$ cat config.mk
export PLATFORM = sky130hd
export DESIGN_NAME = operand_serdes
export DESIGN_NICKNAME = d
export VERILOG_FILES = /design/src/rtl/operand_serdes_pkg.sv /design/src/rtl/operand_serdes_byte_slicer.sv /design/src/rtl/operand_serdes.sv
export SDC_FILE = /design/constraint.sdc
export NUM_CORES = 1
export LEC_CHECK = 0
export CAP_MARGIN = 20
export CORE_ASPECT_RATIO = 1.75
export CORE_MARGIN = 2
export CORE_UTILIZATION = 45
export DETAILED_ROUTE_END_ITERATION = 10
export PLACE_DENSITY_LB_ADDON = 0.08
export SLEW_MARGIN = 20
export SYNTH_ARGS = -nofsm -noshare
export SYNTH_HDL_FRONTEND = slang
export SYNTH_SLANG_ARGS = --single-unit
$ cat constraint.sdc
create_clock -name clk -period 3.67 [get_ports clk]
set_clock_uncertainty 0.15 [all_clocks]
set_input_delay 0.734 -clock clk [delete_from_list [all_inputs] [get_ports clk]]
set_output_delay 0.734 -clock clk [all_outputs]
set_load 0.02 [all_outputs]
$ cat src/rtl/operand_serdes_pkg.sv
// rtl/operand_serdes_pkg.sv - shared types, constants and helpers for operand_serdes
//   state_t   : transaction phase (LOAD, CALC, UNLOAD)
//   BUS_W     : width of the byte-wide pad buses
//   bytes_for : number of bus bytes needed to carry a word of the given width
package operand_serdes_pkg;

  localparam int BUS_W = 8;

  typedef enum logic [1:0] {
    LOAD   = 2'd0,
    CALC   = 2'd1,
    UNLOAD = 2'd2
  } state_t;

  function automatic int bytes_for(input int width);
    return (width + BUS_W - 1) / BUS_W;
  endfunction

endpackage

$ cat src/rtl/operand_serdes_byte_slicer.sv
// rtl/operand_serdes_byte_slicer.sv - MSB-first byte selector for a WIDTH-bit word
//   word_i : word to slice
//   idx_i  : byte index, 0 = least significant byte
//   byte_o : selected byte; the top byte is zero-extended when WIDTH is not a byte multiple
module byte_slicer
  import operand_serdes_pkg::*;
#(
  parameter int WIDTH = 24,
  parameter int IDX_W = 2
) (
  input  logic [WIDTH-1:0] word_i,
  input  logic [IDX_W-1:0] idx_i,
  output logic [BUS_W-1:0] byte_o
);

  localparam int BYTES = bytes_for(WIDTH);

  logic [BYTES*BUS_W-1:0] padded;

  always_comb begin
    padded = '0;
    padded[WIDTH-1:0] = word_i;
    byte_o = '0;
    for (int b = 0; b < BYTES; b++) begin
      if (idx_i == IDX_W'(b)) begin
        byte_o = padded[b*BUS_W +: BUS_W];
      end
    end
  end

endmodule

$ cat src/rtl/operand_serdes.sv
// rtl/operand_serdes.sv - byte-serial operand loader / result unloader for the arithmetic core
//   clk, reset       : clock, asynchronous active-low reset
//   flush            : synchronous abort back to LOAD
//   in_data/in_valid/in_ready     : operand byte stream in, MSB-first per operand
//   operands         : N_OPS packed operands, driven only in CALC
//   calc_start       : one-cycle launch pulse to the core
//   calc_done/result : core completion and result
//   out_data/out_valid/out_ready  : result byte stream out, MSB-first
//   busy             : high in CALC and UNLOAD
module operand_serdes
  import operand_serdes_pkg::*;
#(
  parameter int WIDTH = 24,
  parameter int N_OPS = 2
) (
  input  logic                   clk,
  input  logic                   reset,
  input  logic                   flush,
  input  logic [BUS_W-1:0]       in_data,
  input  logic                   in_valid,
  output logic                   in_ready,
  output logic [N_OPS*WIDTH-1:0] operands,
  output logic                   calc_start,
  input  logic                   calc_done,
  input  logic [WIDTH-1:0]       result,
  output logic [BUS_W-1:0]       out_data,
  output logic                   out_valid,
  input  logic                   out_ready,
  output logic                   busy
);

  localparam int BYTES    = bytes_for(WIDTH);
  localparam int BIDX_W   = (BYTES > 1) ? $clog2(BYTES) : 1;
  localparam int OIDX_W   = (N_OPS > 1) ? $clog2(N_OPS) : 1;
  // Number of meaningful bits in the most significant (possibly partial) byte.
  localparam int TOP_BITS = WIDTH - BUS_W * (BYTES - 1);
  localparam logic [BIDX_W-1:0] TOP_BYTE = BIDX_W'(BYTES - 1);
  localparam logic [OIDX_W-1:0] LAST_OP  = OIDX_W'(N_OPS - 1);

  state_t            state_q;
  logic [OIDX_W-1:0] op_idx_q;
  logic [BIDX_W-1:0] byte_idx_q;
  logic [BIDX_W-1:0] out_idx_q;
  logic [WIDTH-1:0]  ops_q [N_OPS];
  logic [WIDTH-1:0]  shadow_q;
  logic              calc_start_q;
  logic [BUS_W-1:0]  slice_byte;

  always_ff @(posedge clk or negedge reset) begin
    if (!reset) begin
      state_q      <= LOAD;
      op_idx_q     <= '0;
      byte_idx_q   <= TOP_BYTE;
      out_idx_q    <= TOP_BYTE;
      shadow_q     <= '0;
      calc_start_q <= 1'b0;
      for (int k = 0; k < N_OPS; k++) ops_q[k] <= '0;
    end else if (flush) begin
      // Abort wins over any handshake in the same cycle; that byte is dropped.
      state_q      <= LOAD;
      op_idx_q     <= '0;
      byte_idx_q   <= TOP_BYTE;
      out_idx_q    <= TOP_BYTE;
      shadow_q     <= '0;
      calc_start_q <= 1'b0;
      for (int k = 0; k < N_OPS; k++) ops_q[k] <= '0;
    end else begin
      calc_start_q <= 1'b0;
      case (state_q)
        LOAD: begin
          if (in_valid) begin
            for (int k = 0; k < N_OPS; k++) begin
              if (op_idx_q == OIDX_W'(k)) begin
                // Top byte keeps only its low TOP_BITS bits; the rest of in_data is ignored.
                if (byte_idx_q == TOP_BYTE) begin
                  ops_q[k][WIDTH-1 -: TOP_BITS] <= in_data[TOP_BITS-1:0];
                end
                for (int b = 0; b < BYTES - 1; b++) begin
                  if (byte_idx_q == BIDX_W'(b)) begin
                    ops_q[k][b*BUS_W +: BUS_W] <= in_data;
                  end
                end
              end
            end
            if (byte_idx_q == '0) begin
              byte_idx_q <= TOP_BYTE;
              if (op_idx_q == LAST_OP) begin
                op_idx_q     <= '0;
                state_q      <= CALC;
                calc_start_q <= 1'b1;
              end else begin
                op_idx_q <= op_idx_q + 1'b1;
              end
            end else begin
              byte_idx_q <= byte_idx_q - 1'b1;
            end
          end
        end
        CALC: begin
          // Also honoured in the calc_start cycle (zero-latency core).
          if (calc_done) begin
            shadow_q  <= result;
            out_idx_q <= TOP_BYTE;
            state_q   <= UNLOAD;
          end
        end
        UNLOAD: begin
          if (out_ready) begin
            if (out_idx_q == '0) begin
              state_q    <= LOAD;
              out_idx_q  <= TOP_BYTE;
              op_idx_q   <= '0;
              byte_idx_q <= TOP_BYTE;
              for (int k = 0; k < N_OPS; k++) ops_q[k] <= '0;
            end else begin
              out_idx_q <= out_idx_q - 1'b1;
            end
          end
        end
        default: state_q <= LOAD;
      endcase
    end
  end

  byte_slicer #(
    .WIDTH (WIDTH),
    .IDX_W (BIDX_W)
  ) u_slicer (
    .word_i (shadow_q),
    .idx_i  (out_idx_q),
    .byte_o (slice_byte)
  );

  // Every output is decoded from registered state only.
  assign in_ready   = (state_q == LOAD);
  assign out_valid  = (state_q == UNLOAD);
  assign busy       = (state_q != LOAD);
  assign calc_start = calc_start_q;
  assign out_data   = (state_q == UNLOAD) ? slice_byte : '0;

  always_comb begin
    operands = '0;
    if (state_q == CALC) begin
      for (int k = 0; k < N_OPS; k++) begin
        operands[k*WIDTH +: WIDTH] = ops_q[k];
      end
    end
  end

endmodule
After elaboration in Yosys (flattened, before gate mapping)
Cells that the tools add are included.
Storage, ports and cells
  output and inout bits: 60
  word-level logic and storage cells: 97
  input bits: 38
  register bits after elaboration: 80
Operators by class
  muxes and demuxes: 48
  reduce and logical (&&, ||, !) cells: 19
  equality and inequality tests: 15
  add/subtract/negate cells: 3
Operator list (number)
  $mux W48: 5
  $mux W24: 5
  $pmux W48 S2: 1
  $mux W8: 7
  $reduce_and A6 Y1: 7
  $mux W2: 15
  $ne A3 B2 Y1 const B: 6
  $mux W1: 11
  $ne A3 B3 Y1 const B: 3
  $pmux W2 S2: 2
  $eq A2 B1 Y1 const B: 3
  $eq A2 B2 Y1 const B: 3
  $logic_not A2 Y1: 3
  $pmux W2 S3: 1
  $reduce_bool A2 Y1: 3
  $reduce_bool A3 Y1: 2
  $reduce_and A5 Y1: 1
  $reduce_and A4 Y1: 1
  $sub A2 B1 Y2 const B: 2
  $reduce_and A3 Y1: 1
  $pmux W1 S2: 1
  $reduce_and A2 Y1: 1
  $add A1 B1 Y1 const B: 1

Depth between registers and ports, before layout
  depth after elaboration: 6
  gate-level depth with buffers: 7
  depth with buffers taken out: 5

Modules after synthesis
Synthesis repeated with hierarchy kept, for this count alone.
Unflattened totals
  cell total of the unflattened synthesis: 355
  area total of the unflattened synthesis: 4005.1 sq um
By module, submodules not included
  operand_serdes: area each 3807.4 sq um, cells each 335, seq. area each 2004.4 sq um, times used 1
  byte_slicer: area each 197.7 sq um, cells each 20, seq. area each 0.0 sq um, times used 1

Worst setup path after synthesis
No wires, ideal clock.
  path type: reg2out
  start: reg out_idx_q[1]
  end: out out_data[0]
  buffers on the path: 2
  data required time: 2.786 ns
  stages on the path, launching flop included: 8
  path slack: 0.915 ns
  arrival time: 1.871 ns
  path through: dfstp_2 > inv_1 > ha_1 > clkbuf_1 > nor2b_1 > clkbuf_1 > a221oi_1 > nor3_1
Between the ends
  cells in the longest elaborated chain, start to end: 5
  elaborated cells on any way between the ends: 7
  classes of those cells: eq/ne: 2; mux: 4; reduce/logical: 1
RTL lines
  from (decl): RTL line operand_serdes.sv:43  | logic [BIDX_W-1:0] out_idx_q;
  from (signal assigned): RTL line operand_serdes.sv:116  | out_idx_q <= out_idx_q - 1'b1;
  $logic_not A2 Y1: RTL line operand_serdes_byte_slicer.sv:25  | if (idx_i == IDX_W'(b)) begin
  $mux W8 (2 in series): RTL line operand_serdes_byte_slicer.sv:25
  $mux W8 (*): RTL line operand_serdes_byte_slicer.sv:25
  $mux W8 (*): RTL line operand_serdes.sv:139  | assign out_data = (state_q == UNLOAD) ? slice_byte : '0;
  to (decl): RTL line operand_serdes.sv:26  | output logic [BUS_W-1:0] out_data,
Mark *: on every way between the ends. The rest lies on a longest branch, timed or not.

Worst setup path after layout
  start: reg out_idx_q[1]
  end: out out_data[2]
Same word-level chain as after synthesis.

==> metrics.md <==
| Metric | Value |
|---|---|
| Avg WL per Cell | `17.2 um` |
| CTS sink count | `80` |
| Die area | `about 10000 sq um` |
| Leak Pwr | `2.52 nW` |
| CTS tree | `built` |
| Layout cell share with drive strength beyond 1 | `8.33%` |
| Vias in the first global route | `about 3300` |
| DRT iter0 DRCs | `roughly 230` |
| Die Y | `between 100 and 150 um` |
| Final wirelength | `between 10 and 15 mm` |
| Relative slew margins | `between 40 and 50%` |
| Number of register bits inferred by synthesis | `80` |
| First-pass detailed-route iteration total | `4` |
| Filler cells | `around 850` |
| Type of destination of the critical path | `output pin` |
| Setup CP Type | `reg2out` |
| First-pass GRT wire length | `about 17 mm` |
| CP max stage delay | `between 0.6 and 0.7 ns` |
| Cells after Synth | `roughly 420` |
| Clock power share | `47.0%` |
| VDD IR max | `roughly 0.00029 V` |
| FF-to-FF Start | `state_q[0]` |
| CP Launch Type | `register` |
| Max clock buf depth | `2` |
| Worst reg-to-reg path cell count | `4` |
| Warnings, synthesis | `0` |
| Antenna violations before repair | `0` |
| CTS-repair resized insts | `0` |
| CP cell instances | `inv_1 > ha_1 > nor2b_2 > a221oi_1 > nor3_1 > clkdlybuf4s50_1` |
| Root Buffer | `clkbuf_16` |
| Setup WS pre-CTS | `around 0.36 ns` |
| Num ports | `98` |
| Part of the power in registers | `around 45%` |
| Worst Path Max Fanout | `9` |
| Synth Area per Inst | `approximately 9.9 sq um` |
| Largest net degree at the start of global routing | `between 80 and 90` |
| Die Width | `76.7 um` |
| Final setup fails | `0` |
| Hold Vio Cnt, Final | `0` |
| Arr. time, crit path | `between 2 and 3 ns` |
| Fin crit period | `~3.5 ns` |
| Top FF cell, synth | `dfrtp_1` |
| Final layout net count | `approximately 550` |
| Fin crit share | `a little over nine tenths` |
| Setup TNS | `0 ns` |
| Switch Pwr | `454 uW` |
| Maximum Capacitance Violations | `0` |
| Clk_lat worst skew | `between 0.3 and 0.4 ns` |
| Logic pwr share | `around 8.0%` |
| Total gr overflow | `0` |
| Switching share of power | `between 20% and 30%` |
| Htree depth | `3` |
| Drt drc | `0` |
| CORE AREA | `roughly 9000 sq um` |
| Max frequency | `roughly 280 MHz` |
| Synthesized Nets | `between 400 and 500` |
| Post-CTS setup repair buffer count | `0` |
| Buffers on Ports | `between 90 and 100` |
| Post-DP HPWL | `roughly 7.6 mm` |
| Final WS setup | `around 0.16 ns` |
| Gpl congestion | `0.826` |
| Area growth syn-to-layout | `32.1%` |
| Via count | `3300` |
| Status | `complete, no violations` |
| Clock-pin slew on the worst setup and hold paths | `0.06 ns` |
| Final Max Slew Viols | `0` |
| Min-delay worst type | `in2async` |
| All-Layer GR Usage | `approximately 22%` |
| Sequential fraction of the synthesis area | `approximately half` |
| EDFF count, synth | `0` |
| Antenna Cells | `0` |
| Critical path's slowest cell | `clkdlybuf4s50_1` |
| Row count | `46` |
| Netlist cell types | `slightly above 40` |
| Number of hold buffers added after cts | `0` |
| Async SR Flop Fraction | `100%` |
| Vias per std cell | `about 5.3` |
| Int Pwr | `around 1.6 mW` |
| CP Launch Point | `out_idx_q[1]` |
| TritonCTS buffer count | `9` |
| Initial Utilization | `between 40% and 50%` |
| WP data required | `2.79 ns` |
| Least-Margin Pin Slew | `a little under 0.9 ns` |
| Mapped cell area | `about 4200 sq um` |
| RSZ-0062 raised after global routing | `no` |
| ANT nets after route | `0` |
| Pwr dens | `371 nW/um^2` |
-- path summary, 6_finish.rpt --
kind | end | slack [ns]
worst max-delay path | out_data[2] | 0.16
worst min-delay path | ops_q[6] | 0.29
worst max register to register | ops_q[46] | 1.50
worst min register to register | ops_q[30] | 0.38
max in group asynchronous | shadow_q[2] | 2.60
min in group clk | ops_q[30] | 0.38
-- cells in the final DEF (no fill, tap or decap), drive strengths merged, types with 2 or more instances in the layout --
| cell | count |
|---|---|
| nand3b | 3 |
| nand2 | 62 |
| nor3 | 9 |
| a221oi | 8 |
| clkinv | 3 |
| nand3 | 51 |
| nor3b | 2 |
| bufinv | 2 |
| nand4 | 3 |
| clkdlybuf4s50 | 96 |
| dfstp | 2 |
| dfrtp | 78 |
| o2bb2ai | 8 |
| and2 | 48 |
| mux2i | 40 |
| a21oi | 27 |
| buf | 7 |
| inv | 9 |
| ha | 8 |
| clkbuf | 10 |
| nor2b | 10 |
| a41oi | 2 |
| nor2 | 3 |
-- state kept, by name, summed over array words and instances (netlist names) --
| name | flops |
|---|---|
| byte_idx_q | 2 |
| calc_start | 1 |
| op_idx_q | 1 |
| ops_q | 48 |
| out_idx_q | 2 |
| shadow_q | 24 |
| state_q | 2 |
-- cell families after synthesis --
kind of cell / share of synthesized area [%]
DFF: 48.2
adders and majority gates: 2.41
muxes: 9.89
and+or+nand+nor: 26.6
AOI/OAI and AO/OA: 8.03
buffers and inverters: 4.93
-- per-layer routing --
layer | wire length (um) | GRT usage, %
met4 | 556 | 12.2
met5 | 0 | 0
met1 | 4020 | 24.7
met2 | 5800 | 39.2
met3 | 321 | 3.91
-- synthesized netlist by cell type, types with 5 or more instances --
| master | count | area [sq um] |
|---|---|---|
| inv_1 | 6 | 22.5 |
| ha_1 | 8 | 100 |
| buf_1 | 5 | 18.8 |
| and2_1 | 48 | 300 |
| buf_2 | 17 | 85.1 |
| nor3_1 | 9 | 45.0 |
| mux2i_1 | 40 | 400 |
| nand3_1 | 49 | 245 |
| a21oi_1 | 27 | 135 |
| o2bb2ai_1 | 8 | 70.1 |
| nor2b_1 | 10 | 62.6 |
| dfrtp_1 | 78 | 1950 |
| clkbuf_1 | 8 | 30.0 |
| nand2_1 | 60 | 225 |
| a221oi_1 | 8 | 70.1 |
-- worst max-delay path, delay by kind of cell (launching register included) --
kind                     cells  cell delay [ns]
buffers and inverters        2             0.72
AO/OA/AOI/OAI                1             0.14
flip-flops                   1             0.54
adder cells (fa/ha/maj)      1             0.29
AND/OR/NAND/NOR              2             0.58
-- power by group through the flow --
stage | Combinational (mW) | Sequential (mW) | Clock, mW
4_1_cts | 0.166 | 0.916 | 0.966
2_1_floorplan | 0.0838 | 0.925 | 0
3_3_place_gp | 0.163 | 0.931 | 0
6_report | 0.164 | 0.916 | 0.958
3_5_place_dp | 0.165 | 0.932 | 0
5_1_grt | 0.180 | 0.918 | 1.00
-- stage by stage --
stage / power, mW / hold WS [ns] / instance area [sq um] / utilization (%) / std cells
after floorplan: 1.01 / 0.288 / 4160 / - / 419
after global placement: 1.09 / 0.359 / 5170 / 57.2 / 608
after detailed placement: 1.10 / 0.366 / 5170 / 57.2 / 608
after CTS: 2.05 / 0.373 / 5490 / 60.7 / 624
after global routing: 2.10 / 0.350 / 5500 / 60.8 / 624
final: 2.04 / 0.286 / 5500 / 60.8 / 624
-- area by class of cell --
cell class | count | area, sq um | area share (%)
repair buffers | 103 | 1030 | 18.7
multi-input cells | 296 | 1960 | 35.6
clock buffers | 10 | 239 | 4.35
flip-flops and latches | 80 | 2000 | 36.5
well taps | 120 | 150 | 2.73
inverters | 9 | 33.8 | 0.615
clock inverters | 6 | 82.6 | 1.50
No activity file was read; power rests on OpenSTA's default activity.
